### src/rtl/adbg_ahb3_burst_ctrl_if.sv
`default_nettype none
// ============================================================================
// Module   : adbg_ahb3_burst_ctrl_if
// Purpose  : Bundles the command, write-stream, read-stream, status and BIU
//            access signals of the AHB3 debug burst controller.
// Modports : slave  - the burst controller view
//              in : cmd_valid/rw/addr/word_size/count, wr_data/valid,
//                   rd_ready, biu_do, biu_rdy, biu_err
//              out: cmd_ready, wr_ready, rd_data/valid, busy, done,
//                   err_flag, err_addr, biu_strb/rw/addr/word_size/di
//            master - the surrounding logic (command source, BIU)
// Revision : 1.0 - initial release
// ============================================================================
interface adbg_ahb3_burst_ctrl_if #(
  parameter int ADDR_WIDTH = 32,
  parameter int DATA_WIDTH = 32,
  parameter int CNT_WIDTH  = 16
);

  // Command channel
  logic                  cmd_valid;
  logic                  cmd_ready;
  logic                  cmd_rw;
  logic [ADDR_WIDTH-1:0] cmd_addr;
  logic [3:0]            cmd_word_size;
  logic [CNT_WIDTH-1:0]  cmd_count;

  // Write-data stream
  logic [DATA_WIDTH-1:0] wr_data;
  logic                  wr_valid;
  logic                  wr_ready;

  // Read-data stream
  logic [DATA_WIDTH-1:0] rd_data;
  logic                  rd_valid;
  logic                  rd_ready;

  // Status
  logic                  busy;
  logic                  done;
  logic                  err_flag;
  logic [ADDR_WIDTH-1:0] err_addr;

  // BIU access port
  logic                  biu_strb;
  logic                  biu_rw;
  logic [ADDR_WIDTH-1:0] biu_addr;
  logic [3:0]            biu_word_size;
  logic [DATA_WIDTH-1:0] biu_di;
  logic [DATA_WIDTH-1:0] biu_do;
  logic                  biu_rdy;
  logic                  biu_err;

  modport slave (
    input  cmd_valid, cmd_rw, cmd_addr, cmd_word_size, cmd_count,
    output cmd_ready,
    input  wr_data, wr_valid,
    output wr_ready,
    output rd_data, rd_valid,
    input  rd_ready,
    output busy, done, err_flag, err_addr,
    output biu_strb, biu_rw, biu_addr, biu_word_size, biu_di,
    input  biu_do, biu_rdy, biu_err
  );

  modport master (
    output cmd_valid, cmd_rw, cmd_addr, cmd_word_size, cmd_count,
    input  cmd_ready,
    output wr_data, wr_valid,
    input  wr_ready,
    input  rd_data, rd_valid,
    output rd_ready,
    input  busy, done, err_flag, err_addr,
    input  biu_strb, biu_rw, biu_addr, biu_word_size, biu_di,
    output biu_do, biu_rdy, biu_err
  );

endinterface
`default_nettype wire

### src/rtl/adbg_ahb3_burst_ctrl.sv
`default_nettype none
// ============================================================================
// Module   : adbg_ahb3_burst_ctrl
// Purpose  : Debug-clock-domain burst sequencer for the AHB3 debug BIU. Takes
//            one burst command (address, word size, count, direction), splits
//            it into single BIU accesses over the biu_strb/biu_rdy handshake,
//            streams write words in / read words out, and keeps a sticky bus
//            error flag with the address of the first failing access.
// Ports    : biu_clk - debug clock, all logic on its rising edge
//            biu_rst - synchronous active-high reset
//            bus     - adbg_ahb3_burst_ctrl_if.slave (command, write stream,
//                      read stream, status, BIU access signals)
// Revision : 1.0 - initial release
// ============================================================================
module adbg_ahb3_burst_ctrl #(
  parameter int ADDR_WIDTH = 32,
  parameter int DATA_WIDTH = 32,   // 32 or 64
  parameter int CNT_WIDTH  = 16
) (
  input  logic                         biu_clk,
  input  logic                         biu_rst,
  adbg_ahb3_burst_ctrl_if.slave        bus
);

  typedef enum logic [2:0] {
    S_IDLE  = 3'd0,
    S_WDATA = 3'd1,
    S_ISSUE = 3'd2,
    S_WAIT  = 3'd3,
    S_RDOUT = 3'd4,
    S_NEXT  = 3'd5,
    S_DONE  = 3'd6   // single-cycle end for empty or illegal bursts
  } state_t;

  state_t                r_state;
  state_t                w_state_nxt;

  logic                  r_rw;
  logic [ADDR_WIDTH-1:0] r_addr;
  logic [3:0]            r_size;
  logic [CNT_WIDTH-1:0]  r_count;
  logic [DATA_WIDTH-1:0] r_di;
  logic [DATA_WIDTH-1:0] r_rd_data;
  logic                  r_err;
  logic [ADDR_WIDTH-1:0] r_err_addr;
  logic                  r_wait_first;

  logic                  w_size_legal;
  logic                  w_last;
  logic                  w_rsp;
  logic [6:0]            w_wr_shift;
  logic [ADDR_WIDTH-1:0] w_size_ext;

  logic                  w_cmd_ready;
  logic                  w_wr_ready;
  logic                  w_strb;
  logic                  w_rd_valid;
  logic                  w_done;
  logic                  w_busy;

  // Legal access sizes; 8-byte accesses exist only on a 64-bit data path.
  always_comb begin
    w_size_legal = 1'b0;
    case (bus.cmd_word_size)
      4'd1, 4'd2, 4'd4: w_size_legal = 1'b1;
      4'd8:             w_size_legal = (DATA_WIDTH == 64);
      default:          w_size_legal = 1'b0;
    endcase
  end

  // Write words arrive LSB-justified; the BIU expects them in the top bytes.
  always_comb begin
    w_wr_shift = 7'd0;
    case (r_size)
      4'd1:    w_wr_shift = 7'(DATA_WIDTH - 8);
      4'd2:    w_wr_shift = 7'(DATA_WIDTH - 16);
      4'd4:    w_wr_shift = 7'(DATA_WIDTH - 32);
      default: w_wr_shift = 7'd0;
    endcase
  end

  assign w_size_ext = {{(ADDR_WIDTH-4){1'b0}}, r_size};
  assign w_last     = (r_count == {{(CNT_WIDTH-1){1'b0}}, 1'b1});
  // The BIU drops biu_rdy one cycle late, so the first WAIT cycle still sees
  // the stale ready from the accept cycle and must be skipped.
  assign w_rsp      = (r_state == S_WAIT) && !r_wait_first && bus.biu_rdy;

  // --------------------------------------------------------------------------
  // State register
  // --------------------------------------------------------------------------
  always_ff @(posedge biu_clk) begin
    if (biu_rst) begin
      r_state <= S_IDLE;
    end else begin
      r_state <= w_state_nxt;
    end
  end

  // --------------------------------------------------------------------------
  // Next-state and state-decoded outputs
  // --------------------------------------------------------------------------
  always_comb begin
    w_state_nxt = r_state;
    w_cmd_ready = 1'b0;
    w_wr_ready  = 1'b0;
    w_strb      = 1'b0;
    w_rd_valid  = 1'b0;
    w_done      = 1'b0;
    w_busy      = 1'b0;
    case (r_state)
      S_IDLE: begin
        w_cmd_ready = 1'b1;
        if (bus.cmd_valid) begin
          if (!w_size_legal || (bus.cmd_count == '0)) begin
            w_state_nxt = S_DONE;
          end else if (bus.cmd_rw) begin
            w_state_nxt = S_ISSUE;
          end else begin
            w_state_nxt = S_WDATA;
          end
        end
      end
      S_WDATA: begin
        w_wr_ready = 1'b1;
        w_busy     = 1'b1;
        if (bus.wr_valid) begin
          w_state_nxt = S_ISSUE;
        end
      end
      S_ISSUE: begin
        w_strb = 1'b1;
        w_busy = 1'b1;
        if (bus.biu_rdy) begin
          w_state_nxt = S_WAIT;
        end
      end
      S_WAIT: begin
        w_busy = 1'b1;
        if (w_rsp) begin
          w_state_nxt = r_rw ? S_RDOUT : S_NEXT;
        end
      end
      S_RDOUT: begin
        w_rd_valid = 1'b1;
        w_busy     = 1'b1;
        if (bus.rd_ready) begin
          w_state_nxt = S_NEXT;
        end
      end
      S_NEXT: begin
        w_done = w_last;
        w_busy = !w_last;
        if (w_last) begin
          w_state_nxt = S_IDLE;
        end else begin
          w_state_nxt = r_rw ? S_ISSUE : S_WDATA;
        end
      end
      S_DONE: begin
        w_done      = 1'b1;
        w_state_nxt = S_IDLE;
      end
      default: begin
        w_state_nxt = S_IDLE;
      end
    endcase
  end

  // --------------------------------------------------------------------------
  // Burst datapath
  // --------------------------------------------------------------------------
  always_ff @(posedge biu_clk) begin
    if (biu_rst) begin
      r_rw         <= 1'b0;
      r_addr       <= '0;
      r_size       <= 4'd0;
      r_count      <= '0;
      r_di         <= '0;
      r_rd_data    <= '0;
      r_err        <= 1'b0;
      r_err_addr   <= '0;
      r_wait_first <= 1'b0;
    end else begin
      case (r_state)
        S_IDLE: begin
          if (bus.cmd_valid) begin
            r_rw       <= bus.cmd_rw;
            r_addr     <= bus.cmd_addr;
            r_size     <= bus.cmd_word_size;
            r_count    <= bus.cmd_count;
            // A new command restarts error tracking; an illegal size is
            // itself reported as an error at the start address.
            r_err      <= !w_size_legal;
            r_err_addr <= w_size_legal ? '0 : bus.cmd_addr;
          end
        end
        S_WDATA: begin
          if (bus.wr_valid) begin
            r_di <= bus.wr_data << w_wr_shift;
          end
        end
        S_ISSUE: begin
          r_wait_first <= 1'b1;
        end
        S_WAIT: begin
          r_wait_first <= 1'b0;
          if (w_rsp) begin
            if (bus.biu_err && !r_err) begin
              r_err      <= 1'b1;
              r_err_addr <= r_addr;
            end
            if (r_rw) begin
              r_rd_data <= bus.biu_do;
            end
          end
        end
        S_NEXT: begin
          r_count <= r_count - 1'b1;
          r_addr  <= r_addr + w_size_ext;   // wraps modulo 2^ADDR_WIDTH
        end
        default: begin
        end
      endcase
    end
  end

  // --------------------------------------------------------------------------
  // Output drive
  // --------------------------------------------------------------------------
  assign bus.cmd_ready     = w_cmd_ready;
  assign bus.wr_ready      = w_wr_ready;
  assign bus.rd_valid      = w_rd_valid;
  assign bus.rd_data       = r_rd_data;
  assign bus.busy          = w_busy;
  assign bus.done          = w_done;
  assign bus.err_flag      = r_err;
  assign bus.err_addr      = r_err_addr;
  assign bus.biu_strb      = w_strb;
  assign bus.biu_rw        = r_rw;
  assign bus.biu_addr      = r_addr;
  assign bus.biu_word_size = r_size;
  assign bus.biu_di        = r_di;

endmodule
`default_nettype wire

### src/flat_wrapper.sv
// flat-port wrapper written by rule: the top's interface ports become plain ports
module adbg_ahb3_burst_ctrl_flat 
#(
  parameter int ADDR_WIDTH = 32,
  parameter int DATA_WIDTH = 32,              
  parameter int CNT_WIDTH  = 16
)
  (biu_clk, biu_rst, bus_cmd_valid, bus_cmd_rw, bus_cmd_addr, bus_cmd_word_size, bus_cmd_count, bus_cmd_ready, bus_wr_data, bus_wr_valid, bus_wr_ready, bus_rd_data, bus_rd_valid, bus_rd_ready, bus_busy, bus_done, bus_err_flag, bus_err_addr, bus_biu_strb, bus_biu_rw, bus_biu_addr, bus_biu_word_size, bus_biu_di, bus_biu_do, bus_biu_rdy, bus_biu_err);
  adbg_ahb3_burst_ctrl_if #(.ADDR_WIDTH(ADDR_WIDTH), .DATA_WIDTH(DATA_WIDTH), .CNT_WIDTH(CNT_WIDTH)) bus_i ();
  input  logic biu_clk;
  input  logic biu_rst;
  input wire logic [$bits(bus_i.cmd_valid)-1:0] bus_cmd_valid;
  input wire logic [$bits(bus_i.cmd_rw)-1:0] bus_cmd_rw;
  input wire logic [$bits(bus_i.cmd_addr)-1:0] bus_cmd_addr;
  input wire logic [$bits(bus_i.cmd_word_size)-1:0] bus_cmd_word_size;
  input wire logic [$bits(bus_i.cmd_count)-1:0] bus_cmd_count;
  output wire logic [$bits(bus_i.cmd_ready)-1:0] bus_cmd_ready;
  input wire logic [$bits(bus_i.wr_data)-1:0] bus_wr_data;
  input wire logic [$bits(bus_i.wr_valid)-1:0] bus_wr_valid;
  output wire logic [$bits(bus_i.wr_ready)-1:0] bus_wr_ready;
  output wire logic [$bits(bus_i.rd_data)-1:0] bus_rd_data;
  output wire logic [$bits(bus_i.rd_valid)-1:0] bus_rd_valid;
  input wire logic [$bits(bus_i.rd_ready)-1:0] bus_rd_ready;
  output wire logic [$bits(bus_i.busy)-1:0] bus_busy;
  output wire logic [$bits(bus_i.done)-1:0] bus_done;
  output wire logic [$bits(bus_i.err_flag)-1:0] bus_err_flag;
  output wire logic [$bits(bus_i.err_addr)-1:0] bus_err_addr;
  output wire logic [$bits(bus_i.biu_strb)-1:0] bus_biu_strb;
  output wire logic [$bits(bus_i.biu_rw)-1:0] bus_biu_rw;
  output wire logic [$bits(bus_i.biu_addr)-1:0] bus_biu_addr;
  output wire logic [$bits(bus_i.biu_word_size)-1:0] bus_biu_word_size;
  output wire logic [$bits(bus_i.biu_di)-1:0] bus_biu_di;
  input wire logic [$bits(bus_i.biu_do)-1:0] bus_biu_do;
  input wire logic [$bits(bus_i.biu_rdy)-1:0] bus_biu_rdy;
  input wire logic [$bits(bus_i.biu_err)-1:0] bus_biu_err;
  assign bus_i.cmd_valid = bus_cmd_valid;
  assign bus_i.cmd_rw = bus_cmd_rw;
  assign bus_i.cmd_addr = bus_cmd_addr;
  assign bus_i.cmd_word_size = bus_cmd_word_size;
  assign bus_i.cmd_count = bus_cmd_count;
  assign bus_cmd_ready = bus_i.cmd_ready;
  assign bus_i.wr_data = bus_wr_data;
  assign bus_i.wr_valid = bus_wr_valid;
  assign bus_wr_ready = bus_i.wr_ready;
  assign bus_rd_data = bus_i.rd_data;
  assign bus_rd_valid = bus_i.rd_valid;
  assign bus_i.rd_ready = bus_rd_ready;
  assign bus_busy = bus_i.busy;
  assign bus_done = bus_i.done;
  assign bus_err_flag = bus_i.err_flag;
  assign bus_err_addr = bus_i.err_addr;
  assign bus_biu_strb = bus_i.biu_strb;
  assign bus_biu_rw = bus_i.biu_rw;
  assign bus_biu_addr = bus_i.biu_addr;
  assign bus_biu_word_size = bus_i.biu_word_size;
  assign bus_biu_di = bus_i.biu_di;
  assign bus_i.biu_do = bus_biu_do;
  assign bus_i.biu_rdy = bus_biu_rdy;
  assign bus_i.biu_err = bus_biu_err;
  adbg_ahb3_burst_ctrl #(.ADDR_WIDTH(ADDR_WIDTH), .DATA_WIDTH(DATA_WIDTH), .CNT_WIDTH(CNT_WIDTH)) u_core (.biu_clk(biu_clk), .biu_rst(biu_rst), .bus(bus_i));
endmodule
### config.mk
export PLATFORM = sky130hd
export DESIGN_NAME = adbg_ahb3_burst_ctrl_flat
export DESIGN_NICKNAME = d
export VERILOG_FILES = /design/src/rtl/adbg_ahb3_burst_ctrl_if.sv /design/src/rtl/adbg_ahb3_burst_ctrl.sv /design/src/flat_wrapper.sv
export SDC_FILE = /design/constraint.sdc
export NUM_CORES = 1
export LEC_CHECK = 0
export CAP_MARGIN = 40
export CORE_MARGIN = 4
export CORE_UTILIZATION = 45
export CTS_CLUSTER_SIZE = 10
export DETAILED_ROUTE_END_ITERATION = 16
export HOLD_SLACK_MARGIN = 0.08
export PLACE_DENSITY = 0.88
export REMOVE_ABC_BUFFERS = 1
export SETUP_SLACK_MARGIN = 0.5
export SLEW_MARGIN = 25
export SYNTH_ARGS = -nofsm -noshare
export SYNTH_HDL_FRONTEND = slang
export SYNTH_SLANG_ARGS = --single-unit
### constraint.sdc
create_clock -name biu_clk -period 6.25 [get_ports biu_clk]
set_clock_uncertainty 0.15 [all_clocks]
set_input_delay 0.625 -clock biu_clk [delete_from_list [all_inputs] [get_ports biu_clk]]
set_output_delay 0.625 -clock biu_clk [all_outputs]
set_load 0.005 [all_outputs]
# Word level (Yosys, flattened, before mapping)
# Index checks and enable logic that the tools add are counted.
# word_totals
regBits,154
input_bits,124
output_inout_bits,140
elab_cells,85
# op_classes
add_sub_neg,2
eq_ne,18
n_shift,1
muxes,33
n_reduce_logical,21
# ops
cell,n
2-to-1 mux 32 bit,5
one-hot mux 32 bit (2 select lines),2
adder 32 x 4 -> 32 bit,1
one-hot mux 16 bit (2 select lines),1
left shift 32 x 5 -> 32 bit,1
2-to-1 mux 3 bit,7
one-hot mux 3 bit (6 select lines),1
"equality test 16 x 1 -> 1 bit, second input constant",1
zero test 16 bit,1
2-to-1 mux 16 bit,1
"subtractor 16 x 1 -> 16 bit, second input constant",1
"inequality test 2 bit, second input constant",5
one-hot mux 5 bit (2 select lines),1
"equality test 3 bit, second input constant",3
2-to-1 mux 1 bit,9
"equality test 4 x 1 -> 1 bit, second input constant",2
"equality test 4 x 2 -> 1 bit, second input constant",2
one-hot mux 1 bit (2 select lines),4
"equality test 3 x 2 -> 1 bit, second input constant",2
AND reduction 2 bit,3
nonzero test 2 bit,3
AND reduction 5 bit,1
"equality test 4 x 3 -> 1 bit, second input constant",1
zero test 1 bit,4
other kinds (10),13

# Longest topological paths before layout
# Gate-level depths: netlist of the first run.
# depth
ltp_word,8
depth_mapped,10
mapped_depth_nobuf,7

# Worst setup path after synthesis of the first run
# OpenSTA, ideal clock, no wires.
# synth_path
kind,register -> output
start,register u_core.r_count[7]
end,output bus_done
arrival_ps,1913
required_time_ps,5475
setup_slack_ps,3562
path_stages_with_launch,7
n_path_buf,1
cell_sequence,dfxtp_1 or4_1 or2_1 buf_6 or4_4 nor3_2 o21a_1
# synth_via
elab_chain_cells,2
# synth_lines
item,line_no,rtl
start: declaration,adbg_ahb3_burst_ctrl.sv:41,logic [CNT_WIDTH-1:0] r_count;
start signal: assignment,adbg_ahb3_burst_ctrl.sv:190,r_count <= bus.cmd_count;
start signal: assignment,adbg_ahb3_burst_ctrl.sv:218,r_count <= r_count - 1'b1;
equality test 16 x 1 -> 1 bit,adbg_ahb3_burst_ctrl.sv:83,"assign w_last = (r_count == {{(CNT_WIDTH-1){1'b0}}, 1'b1});"
one-hot mux 1 bit (2 select lines),adbg_ahb3_burst_ctrl.sv:110,case (r_state)
end: declaration,flat_wrapper.sv:25,output wire logic [$bits(bus_i.done)-1:0] bus_done;
# No other way between the ends.

# Worst setup path in the final report of the first run
# Ends and elaborated chain as after synthesis.

==> results of run 1 <==
[worst reg2reg max path, stage by stage (launching register included)]
cell and delay, ps:
dfxtp_1 740, and3b_1 250, buf_4 390, and3b_1 400
a31o_2 740, nor2_1 130, nor3_1 210
[report_power, final]
group          leakage, nW  internal [W]  switching [W]  total, W
Combinational         2.07      0.000721       0.000719   0.00144
Sequential            1.26       0.00119       0.000226   0.00141
Clock                0.272      0.000579       0.000416  0.000995
Total                 3.60       0.00249        0.00136   0.00385
[worst paths after layout]
| path | depth (start not counted) | end |
|---|---|---|
| setup reg to reg | 6 | u_core.bus.err_addr[17]$_SDFFE_PP0P_ |
| setup / recovery | 6 | bus_done |
| hold reg to reg | 2 | u_core.bus.rd_data[9]$_SDFFE_PP0P_ |
| hold / removal | 2 | u_core.bus.rd_data[9]$_SDFFE_PP0P_ |
[per-layer routing]
metal | wire [um] | GRT usage (%) | part of all wire [%] | vias up
li1 | - | - | - | 3740
met1 | 9610 | 32.3 | 38 | 3778
met2 | 12500 | 46.2 | 49 | 412
met3 | 2600 | 8.49 | 10 | 57
met4 | 711 | 10.6 | 2.8 | 2
met5 | 13 | 0 | 0.051 | -
[cells by family after synthesis]
logic type / Yosys count / share of synthesized area, %
AND/OR/NAND/NOR: 393 / 25.6
flip-flops: 154 / 42.8
buffers and inverters: 87 / 4.88
XOR/XNOR: 5 / 0.608
AO/OA/AOI/OAI: 237 / 22.5
multiplexers: 15 / 2.26
adder cells (fa/ha/maj): 7 / 1.32
[flip-flops by register name (all words and copies together) (netlist names)]
name,cells
u_core.bus.biu_addr,32
u_core.bus.biu_word_size,4
u_core.bus.err_flag,1
u_core.bus.rd_data,32
u_core.r_state,3
u_core.bus.biu_rw,1
u_core.bus.err_addr,32
u_core.r_count,16
u_core.bus.biu_di,32
u_core.r_wait_first,1
[synth_stat cells, drive strengths merged (3+ instances only)]
master / number / area, um^2
a211oi: 4 / 30.0
a21o: 3 / 22.5
a21oi: 83 / 415
a221oi: 42 / 368
a22oi: 21 / 158
a2bb2oi: 3 / 26.3
a31oi: 20 / 131
and2: 4 / 25.0
and3: 7 / 43.8
and3b: 3 / 26.3
buf: 18 / 91.3
clkbuf: 56 / 211
dfxtp: 154 / 3080
ha: 6 / 75.1
inv: 13 / 48.8
mux2: 10 / 113
mux2i: 5 / 50.1
nand2: 142 / 533
nand3: 23 / 115
nand4: 7 / 50.1
nor2: 94 / 353
nor3: 61 / 310
nor3b: 3 / 22.5
nor4: 17 / 113
nor4b: 4 / 41.3
o211ai: 16 / 120
o21ai: 13 / 65.1
o311ai: 8 / 70.1
o31a: 5 / 43.8
or3: 6 / 37.5
or4: 11 / 86.3
xor2: 4 / 35.0
[cell type report]
class,instances,area [um^2]
inverters,13,48.8
clock buffers,22,474
well taps,211,264
fillers,1229,4870
clock inverters,10,93.8
repair buffers,278,2790
flip-flops and latches,154,3080
multi-input cells,657,3800
[stage by stage]
| step | cells | cell area, um^2 | util, % | setup WS, ps |
|---|---|---|---|---|
| final | 1345 | 10600 | 68.4 | 2620 |
| after global routing | 1345 | 10600 | 68.4 | 2430 |
| after CTS | 1344 | 10500 | 68.4 | 2600 |
| after detailed placement | 1312 | 9980 | 64.7 | 3060 |
| after global placement | 1309 | 9900 | 64.2 | 3070 |
| after floorplan | 824 | 6900 | - | 2110 |
==> impl_metrics.csv, run 1 <==
group,metric,value,unit
status,outcome,"completed",
clock_network,cts.path.max_buffers,2,
die,die_height,134,um
critical_path,critPathMaxFanout,7,
sta,hold-worst-slack,305,ps
final_layout,nets,1252,
sta,fin_crit_sh,58.1,%
die,rows,45,
critical_path,criticalPathCategory,"flop to primary output",
power,power.leakage,3.60,nW
global_routing,grt_max_degree,72,
min_path,min_from,"u_core.bus.rd_data[9]$_SDFFE_PP0P_",
critical_path,crit_chain,"or4_1 > or2_1 > or4_4 > nor3_2 > o21a_1 > clkdlybuf4s50_1",
sta,slew_viol_final,0,
critical_path,startpoint,"u_core.r_count[7]$_SDFFE_PP0P_",
sta,rsz0062_at_grt,"no",
yosys,seq_area_frac_synth,42.8,%
route,routed_via_density,5.94,
sta,fmax,275,MHz
power,peakVddDrop,0.000226,V
final_layout,layout_common_cells,"clkdlybuf4s50_1 (262), dfxtp_1 (154), nand2_1 (142)",
yosys,syn_inst,898,
power,total_power,0.00385,W
clock_network,cts_htree_levels,4,
sta,relSlewSlack,44.2,%
route,drt_iter0_markers,659,
die,start_util,46.7,%
route,num_vias,7989,
clock_network,postCtsHoldBufs,0,
clock_network,cts_root_buf,"clkbuf_16",
global_routing,grt_util_all_layers,27.3,%
route,route.detailed.drc,0,
critical_path,ff2ff_setup_slack,3170,ps
placement,hpwl,17.9,mm
yosys,synth_area,7200,um^2
critical_path,critPathArrivalTime,2860,ps
final_layout,drive_gt1_share,6.26,%
placement,numPortBuffers,263,
sta,tightest_slew,829,ps
clock_network,path_clk_slew,60,ps
final_layout,layout-area-overhead-vs-synth,46.6,%
clock_network,post_cts_resize_count,0,
die,chipWidth,134,um
clock_network,cts-buffers-inserted,17,
critical_path,slowest_stage,"or4_1",
yosys,synth_ff_type,"dfxtp_1",
critical_path,cp.buffers_inverters,1,
clock_network,clk_latency,420,ps
final_layout,layout_commonest_cell,"clkdlybuf4s50_1",
route,finalWirelength,25.4,mm
die,coreArea,15400,um^2
yosys,ys_ff_latch,154,
route,antenna_left,0,
clock_network,clock-sinks,154,
route,wire_per_inst,18.9,um
sta,final_hold_viol_count,0,
critical_path,end_kind,"primary output",
min_path,hold_class,"flop to flop",
sta,setup-tns-final,0,ps
critical_path,max_stage_delay,540,ps
sta,finalSetupViolations,0,
clock_network,cts_post_setup_buffers_inserted,0,
global_routing,antenna_found_initial,1,
critical_path,start_kind,"flop",
route,drtPass1Iterations,5,
die,pin_count,264,
yosys,synthDistinctLibCells,68,
critical_path,critPathTopFamily,"simple AND/OR/NAND/NOR gates",
yosys,yosysWarnings,0,
yosys,synth_edf_count,0,
global_routing,first_global_vias,7622,
critical_path,timing.rr.start,"u_core.r_state[0]$_SDFFE_PP0P_",
sta,finalCriticalPeriod,3630,ps
yosys,async_flop_share,0,%
yosys,synth_area_per_cell,8.02,um^2
critical_path,worstPathRequired,5470,ps
global_routing,grt_pass1_wl,39.8,mm
clock_network,cts_tree,"yes",
run,maxCapViolCount,0,
final_layout,n_antenna_cell,0,
placement,gp_congestion,0.940,
global_routing,grt-ovfl-total,0,
die,die_area,18100,um^2
power,power.density,365,nW/um^2
Note: power is estimated with default switching activity, not from simulation.
==> run 2: changes to the inputs <==
CORE_UTILIZATION = 41   (was 45)
PLACE_DENSITY = 0.85   (was 0.88)
clock period = 3.1 ns   (was 6.25 ns; I/O delays follow)
==> impl_metrics.csv, run 2 (synthesis gave the netlist of run 1 again) <==
group,metric,value,unit
status,outcome,"completed",
final_layout,design_area,10700,um^2
critical_path,criticalPathCategory,"flop to primary output",
global_routing,grt_max_degree,57,
global_routing,first_global_vias,7642,
final_layout,nets,1272,
die,coreArea,17200,um^2
sta,fin_crit_sh,90.9,%
critical_path,ff2ff_setup_slack,640,ps
final_layout,layout-area-overhead-vs-synth,49.1,%
global_routing,grt-ovfl-total,0,
critical_path,critPathArrivalTime,2360,ps
die,die_area,19700,um^2
route,drt_iter0_markers,603,
clock_network,cts-buffers-inserted,17,
min_path,hold_class,"input pin to flop",
power,power.leakage,3.71,nW
power,peakVddDrop,0.000471,V
sta,finalSetupViolations,0,
route,route.detailed.drc,0,
critical_path,critPathMaxFanout,3,
placement,gp_congestion,0.878,
clock_network,postCtsHoldBufs,0,
min_path,min_to,"u_core.bus.biu_di[2]$_SDFFE_PP0P_",
final_layout,layout_commonest_cell,"clkdlybuf4s50_1",
global_routing,grt_util_all_layers,25.2,%
critical_path,end_kind,"primary output",
run,maxCapViolCount,0,
placement,place_area,10100,um^2
critical_path,worstPathRequired,2640,ps
clock_network,cts_tree,"yes",
clock_network,cts_htree_levels,4,
sta,final_hold_viol_count,0,
critical_path,timing.rr.start,"u_core.bus.biu_addr[0]$_SDFFE_PP0P_",
critical_path,slowest_stage,"or4_4",
die,die_height,141,um
critical_path,timing.rr.end,"u_core.bus.biu_addr[24]$_SDFFE_PP0P_",
global_routing,grt_pass1_wl,40.6,mm
critical_path,max_stage_delay,530,ps
route,antenna_left,0,
sta,finalCriticalPeriod,2820,ps
die,pin_count,264,
sta,relSlewSlack,55.7,%
clock_network,cts_root_buf,"clkbuf_16",
sta,rsz0062_at_grt,"yes",
route,num_vias,8070,
placement,numPortBuffers,263,
critical_path,cpMostUsedCell,"or4_4",
global_routing,antenna_found_initial,1,
sta,fmax,355,MHz
route,wire_per_inst,18.5,um
clock_network,cts.path.max_buffers,2,
final_layout,layout_common_cells,"clkdlybuf4s50_1 (260), dfxtp_1 (148), nand2_1 (141)",
sta,tightest_slew,659,ps
route,routed_via_density,5.85,
sta,slew_viol_final,0,
critical_path,crit_chain,"or4_4 > or2_4 > or4_4 > o21ai_2 > a21oi_1 > buf_2",
die,rows,48,
min_path,worstHoldPathCells,2,
sta,setup-tns-final,0,ps
power,total_power,0.00792,W
final_layout,n_antenna_cell,0,
critical_path,start_kind,"flop",
clock_network,clk_latency,420,ps
critical_path,rr_worst_depth,7,
power,power.density,738,nW/um^2
die,chipWidth,141,um
final_layout,fillers,1428,
route,finalWirelength,25.6,mm
clock_network,path_clk_slew,70,ps
min_path,min_from,"biu_rst",
die,start_util,41.8,%
route,drtPass1Iterations,5,
placement,hpwl,18.5,mm
final_layout,utilization,62.3,%
final_layout,drive_gt1_share,9.27,%
clock_network,clock-sinks,154,
run 2: through the flow:
stage | std cells | hold slack (ps) | worst slack [ps]
6_report | 1379 | 228 | 283
2_1_floorplan | 824 | 229 | -947
3_5_place_dp | 1345 | 298 | 278
5_1_grt | 1379 | 258 | 200
3_3_place_gp | 1343 | 290 | 261
4_1_cts | 1379 | 232 | 166
run 2: worst max-delay path by stage:
stage                               startpoint                                    to  slack (ps)  cells after the start
2_1_floorplan   u_core.r_state[2]$_SDFFE_PP0P_  u_core.bus.biu_addr[10]$_SDFFE_PP0P_        -950                      4
3_3_place_gp              bus_cmd_word_size[0]  u_core.bus.err_addr[13]$_SDFFE_PP0P_         260                      7
3_5_place_dp    u_core.r_count[7]$_SDFFE_PP0P_                              bus_done         280                      6
4_1_cts        u_core.r_count[10]$_SDFFE_PP0P_                              bus_done         170                      6
5_1_grt        u_core.r_count[10]$_SDFFE_PP0P_                              bus_done         200                      6
6_report       u_core.r_count[10]$_SDFFE_PP0P_                              bus_busy         280                      6
run 2: cell type report:
class	count	area [um^2]	area share, %
clock inverters	10	90.1	0.839
repair buffers	298	2910	27.1
clock buffers	22	494	4.61
flip-flops and latches	154	3090	28.8
well taps	225	282	2.62
inverters	13	48.8	0.455
multi-input cells	657	3820	35.6
run 2: timing repair:
item                                    4_1_cts  5_1_grt
endpoints found under the setup margin        2       36
setup buffers                                 2        0
gates resized for setup                      13       10
pin swaps                                     6        4
run 2: report_power, final:
group / internal [W] / switching, W / leakage, nW
registers: 0.00240 / 0.000439 / 1.26
clock network: 0.00121 / 0.000834 / 0.284
logic: 0.00154 / 0.00150 / 2.17
run 2: worst max-delay path: cells and delay by family, from the launching register on:
| kind | cells | cell delay (ps) |
|---|---|---|
| AOI/OAI and AO/OA | 2 | 220 |
| buffers and inverters | 1 | 130 |
| DFF | 1 | 310 |
| and+or+nand+nor | 3 | 1280 |
run 2: layer usage:
metal / GRT usage (%) / up-vias / share of wire (%)
li1: - / 3783 / -
met1: 31.7 / 3876 / 41
met2: 41.8 / 371 / 48
met3: 7.44 / 38 / 8.7
met4: 7.50 / 2 / 2.3
met5: 0 / - / 0.051
